==> src/rtl/uart_host_ctrl_if.sv <==
// ---------------------------------------------------------------------------
// uart_host_ctrl_if
// Wishbone classic bus bundle between the UART host controller (master) and
// the 8250-style UART register file (slave).
//
// Signals:
//   ADR_O  [31:0]  byte address of the UART register being accessed
//   DAT_O  [31:0]  write data, byte in [7:0], upper bits zero
//   DAT_I  [31:0]  read data, only [7:0] is meaningful
//   WE_O           1 = write, 0 = read
//   SEL_O  [3:0]   byte lane select, 4'b0001 during a strobe, else 0
//   STB_O          strobe
//   CYC_O          bus cycle
//   ACK_I          slave acknowledge
// ---------------------------------------------------------------------------
interface uart_host_ctrl_if;
    logic [31:0] ADR_O;
    logic [31:0] DAT_O;
    logic [31:0] DAT_I;
    logic        WE_O;
    logic [3:0]  SEL_O;
    logic        STB_O;
    logic        CYC_O;
    logic        ACK_I;

    modport master (
        output ADR_O,
        output DAT_O,
        output WE_O,
        output SEL_O,
        output STB_O,
        output CYC_O,
        input  DAT_I,
        input  ACK_I
    );

    modport slave (
        input  ADR_O,
        input  DAT_O,
        input  WE_O,
        input  SEL_O,
        input  STB_O,
        input  CYC_O,
        output DAT_I,
        output ACK_I
    );
endinterface

==> src/rtl/uart_host_ctrl.sv <==
// ---------------------------------------------------------------------------
// uart_host_ctrl
// Wishbone master that initialises an 8250 UART (baud divisor, line control,
// FIFO, interrupt and modem control) and then polls the line status register
// to move bytes between a one-entry user TX buffer and a one-entry user RX
// holding register.
//
// Ports:
//   CLK_I       clock, all state changes on the rising edge
//   RST_I       asynchronous active-low reset
//   wb          Wishbone master bundle (uart_host_ctrl_if.master)
//   tx_valid    user offers tx_data
//   tx_data     byte to transmit
//   tx_ready    controller accepts tx_data this cycle
//   rx_valid    received byte available on rx_data
//   rx_data     received byte
//   rx_ready    user consumes rx_data
//   init_done   UART initialisation sequence finished
//   bus_err     sticky flag, some bus transaction timed out
// ---------------------------------------------------------------------------
module uart_host_ctrl #(
    parameter logic [31:0] BASE_ADDR = 32'h1250_0000,
    parameter logic [15:0] DIVISOR   = 16'd27,
    parameter logic [7:0]  LCR_VAL   = 8'h03,
    parameter logic [7:0]  TIMEOUT   = 8'd64
) (
    input  logic                    CLK_I,
    input  logic                    RST_I,
    uart_host_ctrl_if.master        wb,
    input  logic                    tx_valid,
    input  logic [7:0]              tx_data,
    output logic                    tx_ready,
    output logic                    rx_valid,
    output logic [7:0]              rx_data,
    input  logic                    rx_ready,
    output logic                    init_done,
    output logic                    bus_err
);

    typedef enum logic [1:0] {
        INIT,
        POLL,
        WR_THR,
        RD_RHR
    } state_t;

    localparam logic [2:0] OFS_DATA = 3'd0;
    localparam logic [2:0] OFS_IER  = 3'd1;
    localparam logic [2:0] OFS_FCR  = 3'd2;
    localparam logic [2:0] OFS_LCR  = 3'd3;
    localparam logic [2:0] OFS_MCR  = 3'd4;
    localparam logic [2:0] OFS_LSR  = 3'd5;

    state_t      r_state;
    logic [2:0]  r_initStep;
    logic        r_stb;
    logic        r_we;
    logic [3:0]  r_sel;
    logic [31:0] r_adr;
    logic [7:0]  r_dat;
    logic [7:0]  r_waitCnt;
    logic        r_txFull;
    logic [7:0]  r_txData;
    logic        r_rxValid;
    logic [7:0]  r_rxData;
    logic        r_initDone;
    logic        r_busErr;

    state_t      w_nextState;
    logic [2:0]  w_nextInitStep;
    logic        w_ack;
    logic        w_timeout;
    logic        w_done;
    logic        w_issue;
    logic [7:0]  w_rdByte;
    logic [2:0]  w_offset;
    logic        w_issueWe;
    logic [7:0]  w_issueDat;
    logic [31:0] w_issueAdr;
    logic        w_txClear;
    logic        w_rxLoad;
    logic        w_txReady;

    // A transaction finishes either on a real acknowledge or when the wait
    // counter has seen TIMEOUT strobe cycles without one. A timed-out read
    // behaves as if the slave returned zero, so the FSM never stalls.
    assign w_ack      = r_stb & wb.ACK_I;
    assign w_timeout  = r_stb & ~wb.ACK_I & (r_waitCnt == (TIMEOUT - 8'd1));
    assign w_done     = w_ack | w_timeout;
    assign w_rdByte   = w_ack ? wb.DAT_I[7:0] : 8'h00;
    assign w_issue    = ~r_stb;
    assign w_issueAdr = BASE_ADDR + {29'd0, w_offset};
    assign w_txReady  = r_initDone & ~r_txFull;

    assign wb.CYC_O   = r_stb;
    assign wb.STB_O   = r_stb;
    assign wb.WE_O    = r_we;
    assign wb.SEL_O   = r_sel;
    assign wb.ADR_O   = r_adr;
    assign wb.DAT_O   = {24'h000000, r_dat};

    assign tx_ready   = w_txReady;
    assign rx_valid   = r_rxValid;
    assign rx_data    = r_rxData;
    assign init_done  = r_initDone;
    assign bus_err    = r_busErr;

    // State register for the controller FSM plus the index into the
    // seven-write initialisation sequence.
    always_ff @(posedge CLK_I or negedge RST_I) begin
        if (!RST_I) begin
            r_state    <= INIT;
            r_initStep <= 3'd0;
        end else begin
            r_state    <= w_nextState;
            r_initStep <= w_nextInitStep;
        end
    end

    // Next-state logic. Each state describes the single transaction it wants
    // on the bus; the state only advances when that transaction is done.
    // In POLL the freshly read LSR decides where to go, with TX taking
    // priority over RX when both the THR-empty and data-ready bits are set.
    always_comb begin
        w_nextState    = r_state;
        w_nextInitStep = r_initStep;
        w_offset       = OFS_LSR;
        w_issueWe      = 1'b0;
        w_issueDat     = 8'h00;
        w_txClear      = 1'b0;
        w_rxLoad       = 1'b0;
        case (r_state)
            INIT: begin
                w_issueWe = 1'b1;
                case (r_initStep)
                    3'd0: begin
                        w_offset   = OFS_LCR;
                        w_issueDat = 8'h80 | LCR_VAL;
                    end
                    3'd1: begin
                        w_offset   = OFS_DATA;
                        w_issueDat = DIVISOR[7:0];
                    end
                    3'd2: begin
                        w_offset   = OFS_IER;
                        w_issueDat = DIVISOR[15:8];
                    end
                    3'd3: begin
                        w_offset   = OFS_LCR;
                        w_issueDat = LCR_VAL;
                    end
                    3'd4: begin
                        w_offset   = OFS_FCR;
                        w_issueDat = 8'h07;
                    end
                    3'd5: begin
                        w_offset   = OFS_IER;
                        w_issueDat = 8'h00;
                    end
                    default: begin
                        w_offset   = OFS_MCR;
                        w_issueDat = 8'h03;
                    end
                endcase
                if (w_done) begin
                    if (r_initStep == 3'd6) begin
                        w_nextState    = POLL;
                        w_nextInitStep = 3'd0;
                    end else begin
                        w_nextInitStep = r_initStep + 3'd1;
                    end
                end
            end
            POLL: begin
                w_offset = OFS_LSR;
                if (w_done) begin
                    if (w_rdByte[5] && r_txFull) begin
                        w_nextState = WR_THR;
                    end else if (w_rdByte[0] && !r_rxValid) begin
                        w_nextState = RD_RHR;
                    end else begin
                        w_nextState = POLL;
                    end
                end
            end
            WR_THR: begin
                w_offset   = OFS_DATA;
                w_issueWe  = 1'b1;
                w_issueDat = r_txData;
                if (w_done) begin
                    w_txClear   = 1'b1;
                    w_nextState = POLL;
                end
            end
            RD_RHR: begin
                w_offset = OFS_DATA;
                if (w_done) begin
                    w_rxLoad    = 1'b1;
                    w_nextState = POLL;
                end
            end
            default: begin
                w_nextState    = INIT;
                w_nextInitStep = 3'd0;
            end
        endcase
    end

    // Bus output registers. A new transaction is launched whenever the bus
    // is idle, and completion drops everything back to zero; because launch
    // and completion never share an edge, there is always at least one idle
    // cycle between transactions.
    always_ff @(posedge CLK_I or negedge RST_I) begin
        if (!RST_I) begin
            r_stb <= 1'b0;
            r_we  <= 1'b0;
            r_sel <= 4'b0000;
            r_adr <= 32'h0000_0000;
            r_dat <= 8'h00;
        end else if (w_done) begin
            r_stb <= 1'b0;
            r_we  <= 1'b0;
            r_sel <= 4'b0000;
            r_adr <= 32'h0000_0000;
            r_dat <= 8'h00;
        end else if (w_issue) begin
            r_stb <= 1'b1;
            r_we  <= w_issueWe;
            r_sel <= 4'b0001;
            r_adr <= w_issueAdr;
            r_dat <= w_issueDat;
        end
    end

    // Wait counter counts strobe cycles that saw no acknowledge; bus_err is
    // sticky so software can tell that at least one access was fabricated.
    always_ff @(posedge CLK_I or negedge RST_I) begin
        if (!RST_I) begin
            r_waitCnt <= 8'd0;
            r_busErr  <= 1'b0;
        end else begin
            if (w_done) begin
                r_waitCnt <= 8'd0;
            end else if (r_stb) begin
                r_waitCnt <= r_waitCnt + 8'd1;
            end
            if (w_timeout) begin
                r_busErr <= 1'b1;
            end
        end
    end

    // init_done rises on the edge after the last init write has completed,
    // i.e. the first edge seen outside the INIT state.
    always_ff @(posedge CLK_I or negedge RST_I) begin
        if (!RST_I) begin
            r_initDone <= 1'b0;
        end else if (r_state != INIT) begin
            r_initDone <= 1'b1;
        end
    end

    // Single-entry TX buffer. Accepting a new byte wins over the clear from a
    // finished THR write so a byte accepted on that edge is never lost.
    always_ff @(posedge CLK_I or negedge RST_I) begin
        if (!RST_I) begin
            r_txFull <= 1'b0;
            r_txData <= 8'h00;
        end else if (tx_valid && w_txReady) begin
            r_txFull <= 1'b1;
            r_txData <= tx_data;
        end else if (w_txClear) begin
            r_txFull <= 1'b0;
        end
    end

    // RX holding register. rx_ready only matters while a byte is waiting;
    // POLL never starts an RHR read while rx_valid is set, so a load and a
    // consume cannot collide.
    always_ff @(posedge CLK_I or negedge RST_I) begin
        if (!RST_I) begin
            r_rxValid <= 1'b0;
            r_rxData  <= 8'h00;
        end else if (w_rxLoad) begin
            r_rxValid <= 1'b1;
            r_rxData  <= w_rdByte;
        end else if (r_rxValid && rx_ready) begin
            r_rxValid <= 1'b0;
        end
    end

endmodule

==> src/flat_wrapper.sv <==
// flat-port wrapper written by rule: the top's interface ports become plain ports
module uart_host_ctrl_flat 
#(
    parameter logic [31:0] BASE_ADDR = 32'h1250_0000,
    parameter logic [15:0] DIVISOR   = 16'd27,
    parameter logic [7:0]  LCR_VAL   = 8'h03,
    parameter logic [7:0]  TIMEOUT   = 8'd64
)
  (CLK_I, RST_I, tx_valid, tx_data, tx_ready, rx_valid, rx_data, rx_ready, init_done, bus_err, wb_ADR_O, wb_DAT_O, wb_WE_O, wb_SEL_O, wb_STB_O, wb_CYC_O, wb_DAT_I, wb_ACK_I);
  uart_host_ctrl_if wb_i ();
  input  logic CLK_I;
  input  logic RST_I;
  input  logic tx_valid;
  input  logic [7:0] tx_data;
  output logic tx_ready;
  output logic rx_valid;
  output logic [7:0] rx_data;
  input  logic rx_ready;
  output logic init_done;
  output logic bus_err;
  output wire logic [$bits(wb_i.ADR_O)-1:0] wb_ADR_O;
  output wire logic [$bits(wb_i.DAT_O)-1:0] wb_DAT_O;
  output wire logic [$bits(wb_i.WE_O)-1:0] wb_WE_O;
  output wire logic [$bits(wb_i.SEL_O)-1:0] wb_SEL_O;
  output wire logic [$bits(wb_i.STB_O)-1:0] wb_STB_O;
  output wire logic [$bits(wb_i.CYC_O)-1:0] wb_CYC_O;
  input wire logic [$bits(wb_i.DAT_I)-1:0] wb_DAT_I;
  input wire logic [$bits(wb_i.ACK_I)-1:0] wb_ACK_I;
  assign wb_ADR_O = wb_i.ADR_O;
  assign wb_DAT_O = wb_i.DAT_O;
  assign wb_WE_O = wb_i.WE_O;
  assign wb_SEL_O = wb_i.SEL_O;
  assign wb_STB_O = wb_i.STB_O;
  assign wb_CYC_O = wb_i.CYC_O;
  assign wb_i.DAT_I = wb_DAT_I;
  assign wb_i.ACK_I = wb_ACK_I;
  uart_host_ctrl #(.BASE_ADDR(BASE_ADDR), .DIVISOR(DIVISOR), .LCR_VAL(LCR_VAL), .TIMEOUT(TIMEOUT)) u_core (.CLK_I(CLK_I), .RST_I(RST_I), .wb(wb_i), .tx_valid(tx_valid), .tx_data(tx_data), .tx_ready(tx_ready), .rx_valid(rx_valid), .rx_data(rx_data), .rx_ready(rx_ready), .init_done(init_done), .bus_err(bus_err));
endmodule
==> config.mk <==
export PLATFORM = sky130hd
export DESIGN_NAME = uart_host_ctrl_flat
export DESIGN_NICKNAME = d
export VERILOG_FILES = /design/src/rtl/uart_host_ctrl_if.sv /design/src/rtl/uart_host_ctrl.sv /design/src/flat_wrapper.sv
export SDC_FILE = /design/constraint.sdc
export NUM_CORES = 1
export LEC_CHECK = 0
export BUFFER_PORTS_ARGS = -buffer_cell sky130_fd_sc_hd__buf_2
export CAP_MARGIN = 20
export CORE_UTILIZATION = 41
export CTS_CLUSTER_DIAMETER = 200
export DETAILED_ROUTE_END_ITERATION = 12
export PLACE_DENSITY = 0.76
export RECOVER_POWER = 25
export SYNTH_ARGS = -nofsm -noshare
export SYNTH_HDL_FRONTEND = slang
export SYNTH_SLANG_ARGS = --single-unit
==> constraint.sdc <==
create_clock -name CLK_I -period 1.6 [get_ports CLK_I]
set_input_delay 0.32 -clock CLK_I [delete_from_list [all_inputs] [get_ports CLK_I]]
set_output_delay 0.32 -clock CLK_I [all_outputs]
set_load 0.01 [all_outputs]
# Word level (Yosys, flattened, before mapping)
# Index checks and enable logic that the tools add are counted.
dict set report totals {
  regBits 79
  latchBits 0
  mem_bits_rw 0
  mem_bits_ro 0
  inputBits 45
  output_inout_bits 83
  memories 0
}
dict set report op_classes {
  addsub 3
  n_mul 0
  n_div 0
  order_cmp 0
  eq_ne 15
  n_shift 0
  n_mux 32
  n_bitwise 7
  reduce_logical 17
}
# operator count
set ops {}
lappend ops {{two-way mux 32 bit} 2}
lappend ops {{two-way mux 8 bit} 5}
lappend ops {{case mux 8 bit (4 select lines)} 1}
lappend ops {{adder 29 x 3 -> 30 bit, first input constant} 1}
lappend ops {{case mux 8 bit (2 select lines)} 1}
lappend ops {{two-way mux 2 bit} 6}
lappend ops {{case mux 3 bit (4 select lines)} 1}
lappend ops {{two-way mux 1 bit} 11}
lappend ops {{equality test 3 bit, second input constant} 3}
lappend ops {{case mux 3 bit (3 select lines)} 1}
lappend ops {{adder 8 x 1 -> 8 bit, second input constant} 1}
lappend ops {{equality test 8 x 6 -> 1 bit, second input constant} 1}
lappend ops {{two-way mux 4 bit} 2}
lappend ops {{inequality test 2 x 1 -> 1 bit, second input constant} 4}
lappend ops {{nonzero test 2 bit} 4}
lappend ops {{OR reduction 2 bit} 4}
lappend ops {{equality test 3 x 2 -> 1 bit, second input constant} 2}
lappend ops {{case mux 2 bit (3 select lines)} 1}
lappend ops {{bitwise AND 1 bit} 4}
lappend ops {{equality test 2 bit, second input constant} 2}
lappend ops {{logical AND 1 bit} 4}
lappend ops {{AND reduction 4 bit} 1}
lappend ops {{adder 3 x 1 -> 3 bit, second input constant} 1}
lappend ops {{equality test 3 x 1 -> 1 bit, second input constant} 1}
lappend ops {{9 further kinds} 10}

# Logic depth before layout (Yosys ltp)
# Gate-level depths: netlist of run 1.
dict set report depth {
  word_depth 8
  depth_mapped 7
  ltp_nobuf 6
}

# Least setup slack after synthesis of run 1
# No wires, ideal clock.
dict set report synth_path {
  path_type {reg2reg}
  start {register u_core.r_waitCnt[0]}
  end {register u_core.r_dat[0]}
  setup_ns 0.126
  arrival_time_ns 1.460
  required_ns 1.474
  slack_ns 0.014
  stages_incl_launch_ff 7
  n_path_buf 1
  period_less_slack_ns 1.586
  cell_sequence {dfrtp_1 > ha_1 > and4_1 > nand2_2 > and3_4 > buf_6 > a221o_1}
}
dict set report synth_via {
  elab_chain_len 4
  word_cells_on_any_way 5
}
# element line
set synth_rtl {}
lappend synth_rtl {{from (decl)} uart_host_ctrl.sv:61} ;# logic [7:0] r_waitCnt;
lappend synth_rtl {{from (signal assigned)} uart_host_ctrl.sv:245} ;# r_waitCnt <= r_waitCnt + 8'd1;
lappend synth_rtl {{equality test 8 x 6 -> 1 bit *} uart_host_ctrl.sv:88} ;# assign w_timeout = r_stb & ~wb.ACK_I & (r_waitCnt == (TIMEOUT - 8'd1));
lappend synth_rtl {{bitwise AND 1 bit *} uart_host_ctrl.sv:88}
lappend synth_rtl {{bitwise OR 1 bit *} uart_host_ctrl.sv:89} ;# assign w_done = w_ack | w_timeout;
lappend synth_rtl {{inequality test 2 bit (no line) or two-way mux 8 bit (tied branches)} --}
lappend synth_rtl {{to (signal assigned)} uart_host_ctrl.sv:231} ;# r_dat <= w_issueDat;
lappend synth_rtl {{to (decl)} uart_host_ctrl.sv:60} ;# logic [7:0] r_dat;
# Mark *: on every way between the ends. The rest lies on a longest branch, timed or not.
# A chain may end at the register's enable or synchronous reset.

# Worst setup path after layout of run 1
dict set report layout_path {
  start {register u_core.r_waitCnt[1]}
  end {register u_core.r_rxData[5] (netlist: u_core.rx_data[5])}
}
dict set report layout_via {
  elab_chain_len 5
}
# element line
set layout_rtl {}
lappend layout_rtl {{equality test 8 x 6 -> 1 bit} uart_host_ctrl.sv:88}
lappend layout_rtl {{bitwise AND 1 bit} uart_host_ctrl.sv:88}
lappend layout_rtl {{bitwise OR 1 bit} uart_host_ctrl.sv:89}
lappend layout_rtl {{two-way mux 1 bit} uart_host_ctrl.sv:197} ;# if (w_done) begin
lappend layout_rtl {{two-way mux 1 bit} uart_host_ctrl.sv:132} ;# case (r_state)
lappend layout_rtl {{to (signal assigned)} uart_host_ctrl.sv:286} ;# r_rxData <= w_rdByte;
lappend layout_rtl {{to (decl)} uart_host_ctrl.sv:65} ;# logic [7:0] r_rxData;
# No other way between the ends.

==> impl_metrics.py, run 1 <==
metrics = {
    "floorplan": {
        "row_count": 27,
        "die_w_um": 79.8,
        "die_h_um": 79.8,
        "initial_core_util_pct": 43.7,
        "coreArea_um2": 5680,
        "dieArea_um2": 6370,
        "pin_count": 128,
    },
    "sta": {
        "rsz0062_at_grt": "yes",
        "finalClockSkew_ns": 0.00646,
        "min_period_ns": 1.57,
        "fmax_mhz": 635,
        "hold_viol": 0,
        "finalSetupViolations": 0,
        "drv_slew": 0,
        "timing.final.crit_share_pct": 98.4,
        "tightestPinTransition_ns": 0.536,
        "slew_headroom_pct": 64.3,
    },
    "synth": {
        "synth-seq-area-share_pct": 47.4,
        "netlist_instances": 230,
        "synth_area_leaders": "dfrtp_1 47%, buf_4 17%, a22o_1 4.2%",
        "synth_top_cell_area_share_pct": 47.4,
        "synth_ff_type": "dfrtp_1",
        "yosysWarningCount": 0,
        "syn_area_per_cell_um2": 10.8,
        "synth-seq-cells": 47,
        "ys_types": 47,
        "yosysTopAreaCell": "dfrtp_1",
        "synth_area_um2": 2480,
        "synth_edf_count": 0,
        "async_reset_ff_share_pct": 100,
    },
    "clock_network": {
        "cts_sinks": 47,
        "cts_htree_levels": 2,
        "ctsLongestPathBuffers": 2,
        "tritoncts": "yes",
        "cts_made_buffers": 5,
        "cts_setup_buffers": 0,
        "cts-root-buf": "clkbuf_8",
        "clk_pin_slew_ns": 0.08,
        "insertion_delay_ns": 0.30,
    },
    "cells_and_area": {
        "nFillCells": 514,
        "antenna_cells": 0,
        "postLayoutCoreUtil_pct": 50.6,
        "drive_gt1_share_pct": 35.1,
        "final_common_cell": "conb_1",
        "area_delta_synth_final_pct": 15.7,
        "final_area_um2": 2870,
        "multiInputGateArea_um2": 1060,
        "layout_common_cells": "52 x conb_1, 50 x buf_2, 46 x dfrtp_1",
        "regArea_um2": 1180,
        "fin_nets": 348,
    },
    "power": {
        "seqPwrFrac_pct": 45.3,
        "p_clk_share_pct": 17.1,
        "ir_drop_v": 0.000778,
        "power.density_nw_per_um2": 1390,
        "intPower_w": 0.00259,
        "leakage_nw": 1.49,
        "p_comb_share_pct": 37.6,
        "p_sw_w": 0.00139,
        "power.total_w": 0.00398,
        "p_sw_share_pct": 34.9,
    },
    "status": {
        "status": "finished clean",
    },
    "critical_path": {
        "worstPathArrival_ns": 1.76,
        "start_kind": "flip-flop",
        "endpoint_kind": "flip-flop",
        "reg2reg_setup_slack_ns": 0.03,
        "cp.required_ns": 1.79,
        "cp_max_fo": 6,
        "crit_type": "reg2reg",
    },
    "route": {
        "wl_um": 4770,
        "drcViolationCount": 0,
        "avgRoutedWirePerCell_um": 12.7,
        "first_pass_iters": 4,
        "drt_iter0_markers": 145,
        "vias_per_cell": 4.77,
        "antenna_left": 0,
        "num_vias": 1784,
    },
    "global_route": {
        "antenna_found_initial": 0,
        "grt.total_usage_pct": 14.9,
        "grt_pass1_wl_um": 7420,
        "gr-total-overflow": 0,
        "grt_max_degree": 21,
        "grt_pass1_vias": 1593,
    },
    "placement": {
        "io_buffers": 51,
        "hpwl_um": 3440,
        "place_congestion": 0.832,
        "dpl_cell_area_um2": 2730,
    },
    "flow_run": {
        "cap_violations": 0,
    },
    "worst_hold_path": {
        "hold_path.class": "in2reg",
    },
}
[metrics by stage]
step | setup slack [ns] | TNS (ns) | hold WS, ns | instances
final | 0.0251 | 0 | 0.186 | 374
after global routing | -0.0200 | -0.118 | 0.175 | 374
after CTS | 0.00133 | 0 | 0.179 | 372
after detailed placement | -0.107 | -0.915 | 0.302 | 363
after global placement | -0.0663 | -0.541 | 0.298 | 363
after floorplan | 0.0145 | 0 | 0.0244 | 281
[per-layer routing]
metal | part of all wire (%) | GRT usage (%) | vias up
met4 | 0.44 | 2.68 | 0
met1 | 45 | 20.6 | 855
met2 | 47 | 23.8 | 86
met3 | 7.2 | 3.66 | 3
li1 | - | - | 840
met5 | 0 | 0 | -
[cell families after synthesis]
logic type      synth area share [%]
mux                             4.99
fa+ha+maj                       1.01
other cells                    0.151
simple gates                    12.7
flops                           47.4
xor+xnor                        1.41
compound gates                  12.4
buf+inv                         20.0
[flip-flops by register name, summed over array words and instances (netlist names)]
| name | count |
|---|---|
| u_core.bus_err | 1 |
| u_core.init_done | 1 |
| u_core.r_dat | 8 |
| u_core.r_initStep | 3 |
| u_core.r_state | 2 |
| u_core.r_txData | 8 |
| u_core.r_txFull | 1 |
| u_core.r_waitCnt | 8 |
| u_core.rx_data | 8 |
| u_core.rx_valid | 1 |
| u_core.wb.ADR_O | 4 |
| u_core.wb.CYC_O | 1 |
| u_core.wb.WE_O | 1 |
[power groups by stage]
stage / clock network [W] / logic, W / registers (W)
6_report: 0.000681 / 0.00150 / 0.00180
5_1_grt: 0.000755 / 0.00166 / 0.00185
4_1_cts: 0.000707 / 0.00146 / 0.00180
3_5_place_dp: 0 / 0.00143 / 0.00181
3_3_place_gp: 0 / 0.00139 / 0.00180
2_1_floorplan: 0 / 0.000934 / 0.00188
[critical path, cell delays in order (launching register included)]
cell     delay (ns)
dfrtp_1        0.37
ha_2           0.19
and4_4         0.24
a31o_4         0.20
buf_4          0.15
nand3_4        0.10
a22o_1         0.21
[synth_stat cells (all sizes together), types with 2 or more instances]
master and n:
nand3 3, ha 2, nor2b 2, buf 61, a21oi 3, mux2 11, a31o 2, inv 6
nor3b 3, and3b 2, xor2 3, nand4 2, and3 3, a221o 6, a32o 2, clkbuf 4
or3 2, o21ai 7, nand2 10, nor3 4, dfrtp 47, nor2 14, and2 3, nand2b 2
a22o 12
[what timing repair did]
| action | 4_1_cts | 5_1_grt |
|---|---|---|
| hold buffers | 1 | 0 |
| resized for setup | 4 | 5 |
| endpoints found under the hold margin | 18 | 0 |
| cloned | 0 | 2 |
| endpoints found under the setup margin | 11 | 18 |
| pin swaps | 0 | 3 |
[cell type report]
| cell class | instances | area share [%] |
|---|---|---|
| Tap cell | 72 | 3.14 |
| Inverter | 6 | 0.784 |
| Multi-Input combinational cell | 165 | 36.9 |
| Clock buffer | 7 | 2.66 |
| Clock inverter | 1 | 0.174 |
| Sequential cell | 47 | 41.0 |
| Timing Repair Buffer | 76 | 15.4 |
[final timing paths]
check | start | to | cells after the start
setup reg to reg | u_core.r_waitCnt[1] | u_core.rx_data[5] | 6
hold reg to reg | u_core.bus_err | u_core.bus_err | 1
max in group asynchronous | RST_I | u_core.wb.ADR_O[25] | 3
setup / recovery | u_core.r_waitCnt[1] | u_core.rx_data[5] | 6
min in group asynchronous | RST_I | u_core.r_initStep[1] | 2
hold / removal | rx_ready | u_core.rx_valid | 2
Power figures use the tool's default switching activity.
==> inputs of run 2 (changes only) <==
- CAP_MARGIN: 20 -> 40
- CORE_UTILIZATION: 41 -> 42
- CTS_BUF_LIST: not set -> sky130_fd_sc_hd__clkbuf_2
- PLACE_DENSITY: 0.76 -> 0.78
==> run 2 against run 1 <==
Via count shrank 2.0%. Routed wire length shrank 6.2%. Flip-flop and latch count is the same. Non-clock buffer count shrank 11. Worst hold slack lost 0.13 ns. Combinational power shrank 6%. Critical path depth is the same. Clock-buffer cell count shrank 2. Final cell count shrank 3.5%. Design area shrank 3.8%. Setup slack gained 0.030 ns. Highest routed layer unchanged.
==> impl_metrics.py, run 2 (synthesis results as in run 1) <==
metrics = {
    "status": {
        "status": "finished clean",
    },
    "route": {
        "vias_per_cell": 4.84,
        "first_pass_iters": 5,
        "met2_length_um": 2190,
        "wl_um": 4470,
        "antenna_left": 0,
        "drt_iter0_markers": 127,
        "highest_layer": "met4",
        "drcViolationCount": 0,
        "dr_wl_met3_um": 241,
        "num_vias": 1749,
        "wl_met1_um": 1980,
        "avgRoutedWirePerCell_um": 12.4,
    },
    "floorplan": {
        "pin_count": 128,
        "die_w_um": 78.9,
        "coreArea_um2": 5610,
        "row_count": 27,
        "dieArea_um2": 6220,
        "die_h_um": 78.9,
        "initial_core_util_pct": 44.3,
    },
    "power": {
        "p_sw_w": 0.00134,
        "p_sw_share_pct": 36.5,
        "seqPwrFrac_pct": 49.4,
        "leakage_nw": 1.44,
        "p_comb_share_pct": 38.3,
        "intPower_w": 0.00234,
        "power.density_nw_per_um2": 1330,
        "ir_drop_v": 0.000745,
        "p_clk_share_pct": 12.3,
    },
    "global_route": {
        "grt_pass1_vias": 1576,
        "gr-total-overflow": 0,
        "grt_pass1_wl_um": 7360,
        "grt.total_usage_pct": 15.3,
        "antenna_found_initial": 0,
        "grt_max_degree": 42,
    },
    "clock_network": {
        "cts_made_buffers": 5,
        "clk_pin_slew_ns": 0.22,
        "cts_sinks": 47,
        "cts_htree_levels": 2,
        "cts-root-buf": "clkbuf_2",
        "insertion_delay_ns": 0.40,
        "tritoncts": "yes",
        "ctsLongestPathBuffers": 2,
    },
    "sta": {
        "slew_headroom_pct": 62.6,
        "holdWs_ns": 0.0569,
        "drv_slew": 0,
        "finalClockSkew_ns": 0.00516,
        "hold_viol": 0,
        "finalSetupViolations": 0,
        "fmax_mhz": 647,
        "min_period_ns": 1.54,
        "rsz0062_at_grt": "yes",
        "timing.final.crit_share_pct": 96.6,
        "tightestPinTransition_ns": 0.561,
        "tns_ns": 0,
    },
    "placement": {
        "hpwl_um": 3250,
        "place_congestion": 0.812,
        "io_buffers": 51,
        "dpl_cell_area_um2": 2650,
    },
    "cells_and_area": {
        "fin_nets": 336,
        "antenna_cells": 0,
        "area_delta_synth_final_pct": 11.3,
        "layout_common_cells": "52 x conb_1, 50 x buf_2, 47 x dfrtp_1",
        "drive_gt1_share_pct": 32.9,
        "final_common_cell": "conb_1",
        "final_area_um2": 2760,
    },
    "worst_hold_path": {
        "hold_path.class": "in2reg",
    },
    "critical_path": {
        "cp.required_ns": 1.92,
        "worstPathArrival_ns": 1.87,
        "cpPeakStageDelay_ns": 0.41,
        "cp_slowest_cell": "dfrtp_1",
        "crit_type": "reg2reg",
        "start_kind": "flip-flop",
        "crit_path_cell_trace": "ha_2, and4_4, buf_6, nand2_4, and3_4, a221o_1",
        "cp_max_fo": 6,
        "endpoint_kind": "flip-flop",
    },
    "flow_run": {
        "cap_violations": 0,
    },
}
-- run 2: cell count changes in the layout (fill, tap and decap cells not counted), sizes merged --
| cell | change |
|---|---|
| buf | -11 |
| nand3 | -1 |
| clkbuf | -2 |
| clkinv | +1 |
-- run 2: metal layers --
| layer | up-vias | global-route usage [%] |
|---|---|---|
| met5 | - | 0 |
| met4 | 0 | 4.91 |
| met3 | 6 | 3.91 |
| met2 | 78 | 26.2 |
| met1 | 856 | 19.0 |
| li1 | 809 | - |
-- run 2: power by group through the flow --
stage	sequential, W	combinational (W)	clock [W]
after CTS	0.00182	0.00136	0.000469
after floorplan	0.00188	0.000934	0
final	0.00182	0.00141	0.000451
after global placement	0.00183	0.00130	0
after global routing	0.00187	0.00155	0.000513
after detailed placement	0.00184	0.00135	0
-- run 2: cell type report --
| type | instances | area [um2] |
|---|---|---|
| Fill cell | 520 | 2850 |
| Tap cell | 72 | 90.1 |
| Clock inverter | 2 | 8.76 |
| Multi-Input combinational cell | 164 | 1070 |
| Clock buffer | 5 | 25.0 |
| Sequential cell | 47 | 1180 |
| Timing Repair Buffer | 65 | 365 |
| Inverter | 6 | 25.0 |
-- run 2: worst max-delay path, delay by kind of cell (launching register included) --
kind | cells | cell delay [ns]
buffers and inverters | 1 | 0.10
AO/OA/AOI/OAI | 1 | 0.31
adder cells (fa/ha/maj) | 1 | 0.19
flip-flops | 1 | 0.41
AND/OR/NAND/NOR | 3 | 0.45
-- run 2: repair_timing --
| action | in CTS | in global routing |
|---|---|---|
| hold buffers | 1 | 0 |
| cloned | 1 | 0 |
| endpoints found under the hold margin | 47 | 0 |
| pin swaps | 8 | 4 |
| setup buffers | 1 | 0 |
| gates resized for setup | 4 | 11 |
| endpoints found under the setup margin | 14 | 26 |
-- run 2: final timing paths --
path / slack, ns / depth (start not counted) / end / startpoint
setup / recovery: 0.06 / 6 / u_core.r_dat[2] / u_core.r_waitCnt[1]
hold / removal: 0.06 / 2 / u_core.rx_valid / rx_ready
setup reg to reg: 0.06 / 6 / u_core.r_dat[2] / u_core.r_waitCnt[1]
hold reg to reg: 0.49 / 1 / u_core.bus_err / u_core.bus_err
max in group asynchronous: 0.38 / 3 / u_core.r_txData[2] / RST_I
min in group asynchronous: 0.30 / 2 / u_core.rx_data[7] / RST_I
-- run 2: metrics by stage --
step / utilization [%] / setup WS [ns] / cells / total power, W
final: 49.3 / 0.0551 / 361 / 0.00368
after floorplan: - / 0.0145 / 281 / 0.00281
after detailed placement: 47.2 / -0.0702 / 351 / 0.00319
after global routing: 49.3 / -0.0453 / 361 / 0.00393
after global placement: 47.2 / -0.0218 / 351 / 0.00313
after CTS: 48.6 / 0.000768 / 361 / 0.00365
==> inputs of run 3 (changes only) <==
- BUFFER_PORTS_ARGS: -buffer_cell sky130_fd_sc_hd__buf_2 -> -buffer_cell sky130_fd_sc_hd__clkbuf_2
==> run 3 against run 2 <==
Non-clock buffer count shrank 1. Worst hold slack worse by 0.034 ns. Critical path depth decreased by 1. Maximum frequency rose by 1.3%. Clock-buffer cell count grew 1. Largest cell class unchanged.
==> impl_metrics.py, run 3 (synthesis results as in run 1) <==
metrics = {
    "global_route": {
        "grt_pass1_wl_um": 6910,
        "grt_busiest_layer": "met2",
        "gr-total-overflow": 0,
        "use_met1_pct": 17.2,
        "grt.total_usage_pct": 14.6,
        "met3_usage_pct": 3.56,
        "grt_max_degree": 48,
        "antenna_found_initial": 0,
        "grtUsageMet2_pct": 25.6,
        "grt_pass1_vias": 1514,
    },
    "critical_path": {
        "critPathLaunch": "u_core.r_waitCnt[1]",
        "endpoint_kind": "flip-flop",
        "worstPathArrival_ns": 1.85,
        "start_kind": "flip-flop",
        "r2r_start": "u_core.r_waitCnt[1]",
        "cp.required_ns": 1.93,
        "crit_type": "reg2reg",
        "cp_max_fo": 5,
    },
    "route": {
        "antenna_left": 0,
        "num_vias": 1705,
        "drt_iter0_markers": 78,
        "vias_per_cell": 4.74,
        "wl_um": 4390,
        "drcViolationCount": 0,
        "avgRoutedWirePerCell_um": 12.2,
        "first_pass_iters": 4,
    },
    "cells_and_area": {
        "drive_gt1_share_pct": 33.0,
        "final_area_um2": 2760,
        "area_delta_synth_final_pct": 11.2,
        "fin_nets": 334,
        "layout_common_cells": "57 x clkbuf_2, 52 x conb_1, 45 x dfrtp_1",
        "nFillCells": 518,
        "final_common_cell": "clkbuf_2",
        "antenna_cells": 0,
    },
    "floorplan": {
        "coreArea_um2": 5610,
        "pin_count": 128,
        "die_w_um": 78.9,
        "row_count": 27,
        "die_h_um": 78.9,
        "initial_core_util_pct": 44.3,
        "dieArea_um2": 6220,
    },
    "sta": {
        "finalSetupViolations": 0,
        "slew_headroom_pct": 32.5,
        "drv_slew": 0,
        "timing.final.crit_share_pct": 95.3,
        "tightestPinTransition_ns": 1.01,
        "min_period_ns": 1.53,
        "hold_viol": 0,
        "rsz0062_at_grt": "no",
        "holdWs_ns": 0.0233,
        "fmax_mhz": 655,
        "finalClockSkew_ns": 0.0198,
    },
    "flow_run": {
        "cap_violations": 0,
    },
    "placement": {
        "place_congestion": 0.815,
        "hpwl_um": 3280,
        "dpl_cell_area_um2": 2640,
        "io_buffers": 51,
    },
    "clock_network": {
        "clk_pin_slew_ns": 0.23,
        "cts_made_buffers": 5,
        "cts_htree_levels": 2,
        "cts_sinks": 47,
        "ctsLongestPathBuffers": 2,
        "cts-root-buf": "clkbuf_2",
        "tritoncts": "yes",
        "insertion_delay_ns": 0.42,
    },
    "power": {
        "ir_drop_v": 0.000894,
        "intPower_w": 0.00265,
        "leakage_nw": 1.43,
        "power.density_nw_per_um2": 1450,
        "p_sw_w": 0.00135,
        "p_comb_share_pct": 34.1,
        "seqPwrFrac_pct": 45.9,
        "p_sw_share_pct": 33.7,
        "p_clk_share_pct": 20.0,
    },
    "worst_hold_path": {
        "min_from": "rx_ready",
        "hold_path.class": "in2reg",
    },
    "status": {
        "status": "finished clean",
    },
}
==> run 3: layout make-up <==
class | instances | area (um2) | share of cell area, %
Clock inverter | 2 | 60.1 | 2.17
Inverter | 6 | 22.5 | 0.816
Timing Repair Buffer | 64 | 357 | 12.9
Tap cell | 72 | 90.1 | 3.26
Multi-Input combinational cell | 163 | 1020 | 37.1
Sequential cell | 47 | 1180 | 42.7
Clock buffer | 6 | 30.0 | 1.09
==> run 3: path summary, 6_finish.rpt <==
path,to,slack [ns],depth (start not counted)
setup / recovery,u_core.r_initStep[2],0.07,5
hold / removal,u_core.rx_valid,0.02,2
setup reg to reg,u_core.r_initStep[2],0.07,5
hold reg to reg,u_core.bus_err,0.51,1
max in group asynchronous,u_core.r_initStep[0],0.26,3
min in group asynchronous,u_core.rx_data[2],0.65,3
==> run 3: per-layer routing <==
metal  part of all wire [%]  routed length (um)
met5                      0                   0
met4                    1.3                  59
met3                    4.7                 207
met2                     51                2240
met1                     43                1880
==> run 3: power by group through the flow <==
stage	sequential, W	combinational, W	clock (W)
5_1_grt	0.00189	0.00150	0.000861
4_1_cts	0.00183	0.00137	0.000810
3_3_place_gp	0.00183	0.00130	0
3_5_place_dp	0.00186	0.00135	0
6_report	0.00184	0.00136	0.000798
2_1_floorplan	0.00188	0.000934	0
==> run 3: what timing repair did <==
item,CTS,global route
gates resized for setup,3,5
pin swaps,0,5
buffers inserted,1,0
setup endpoints to repair,3,7
hold buffers,1,0
hold endpoints to repair,47,0
==> run 3: critical path: stages, from the launching register on <==
cell     delay [ns]
dfrtp_1        0.44
ha_2           0.20
and4_4         0.18
a31o_4         0.24
nand2_2        0.07
mux2_1         0.31
==> run 3: stage by stage <==
stage / std cells / utilization [%] / power, W / setup TNS [ns] / worst slack, ns
floorplan: 281 / - / 0.00281 / 0 / 0.0145
global placement: 350 / 47.1 / 0.00313 / -0.0631 / -0.0316
detailed placement: 350 / 47.1 / 0.00321 / -0.118 / -0.0622
CTS: 360 / 49.3 / 0.00402 / 0 / 0.0136
global route: 360 / 49.2 / 0.00425 / 0 / 0.00467
finish: 360 / 49.2 / 0.00400 / 0 / 0.0744
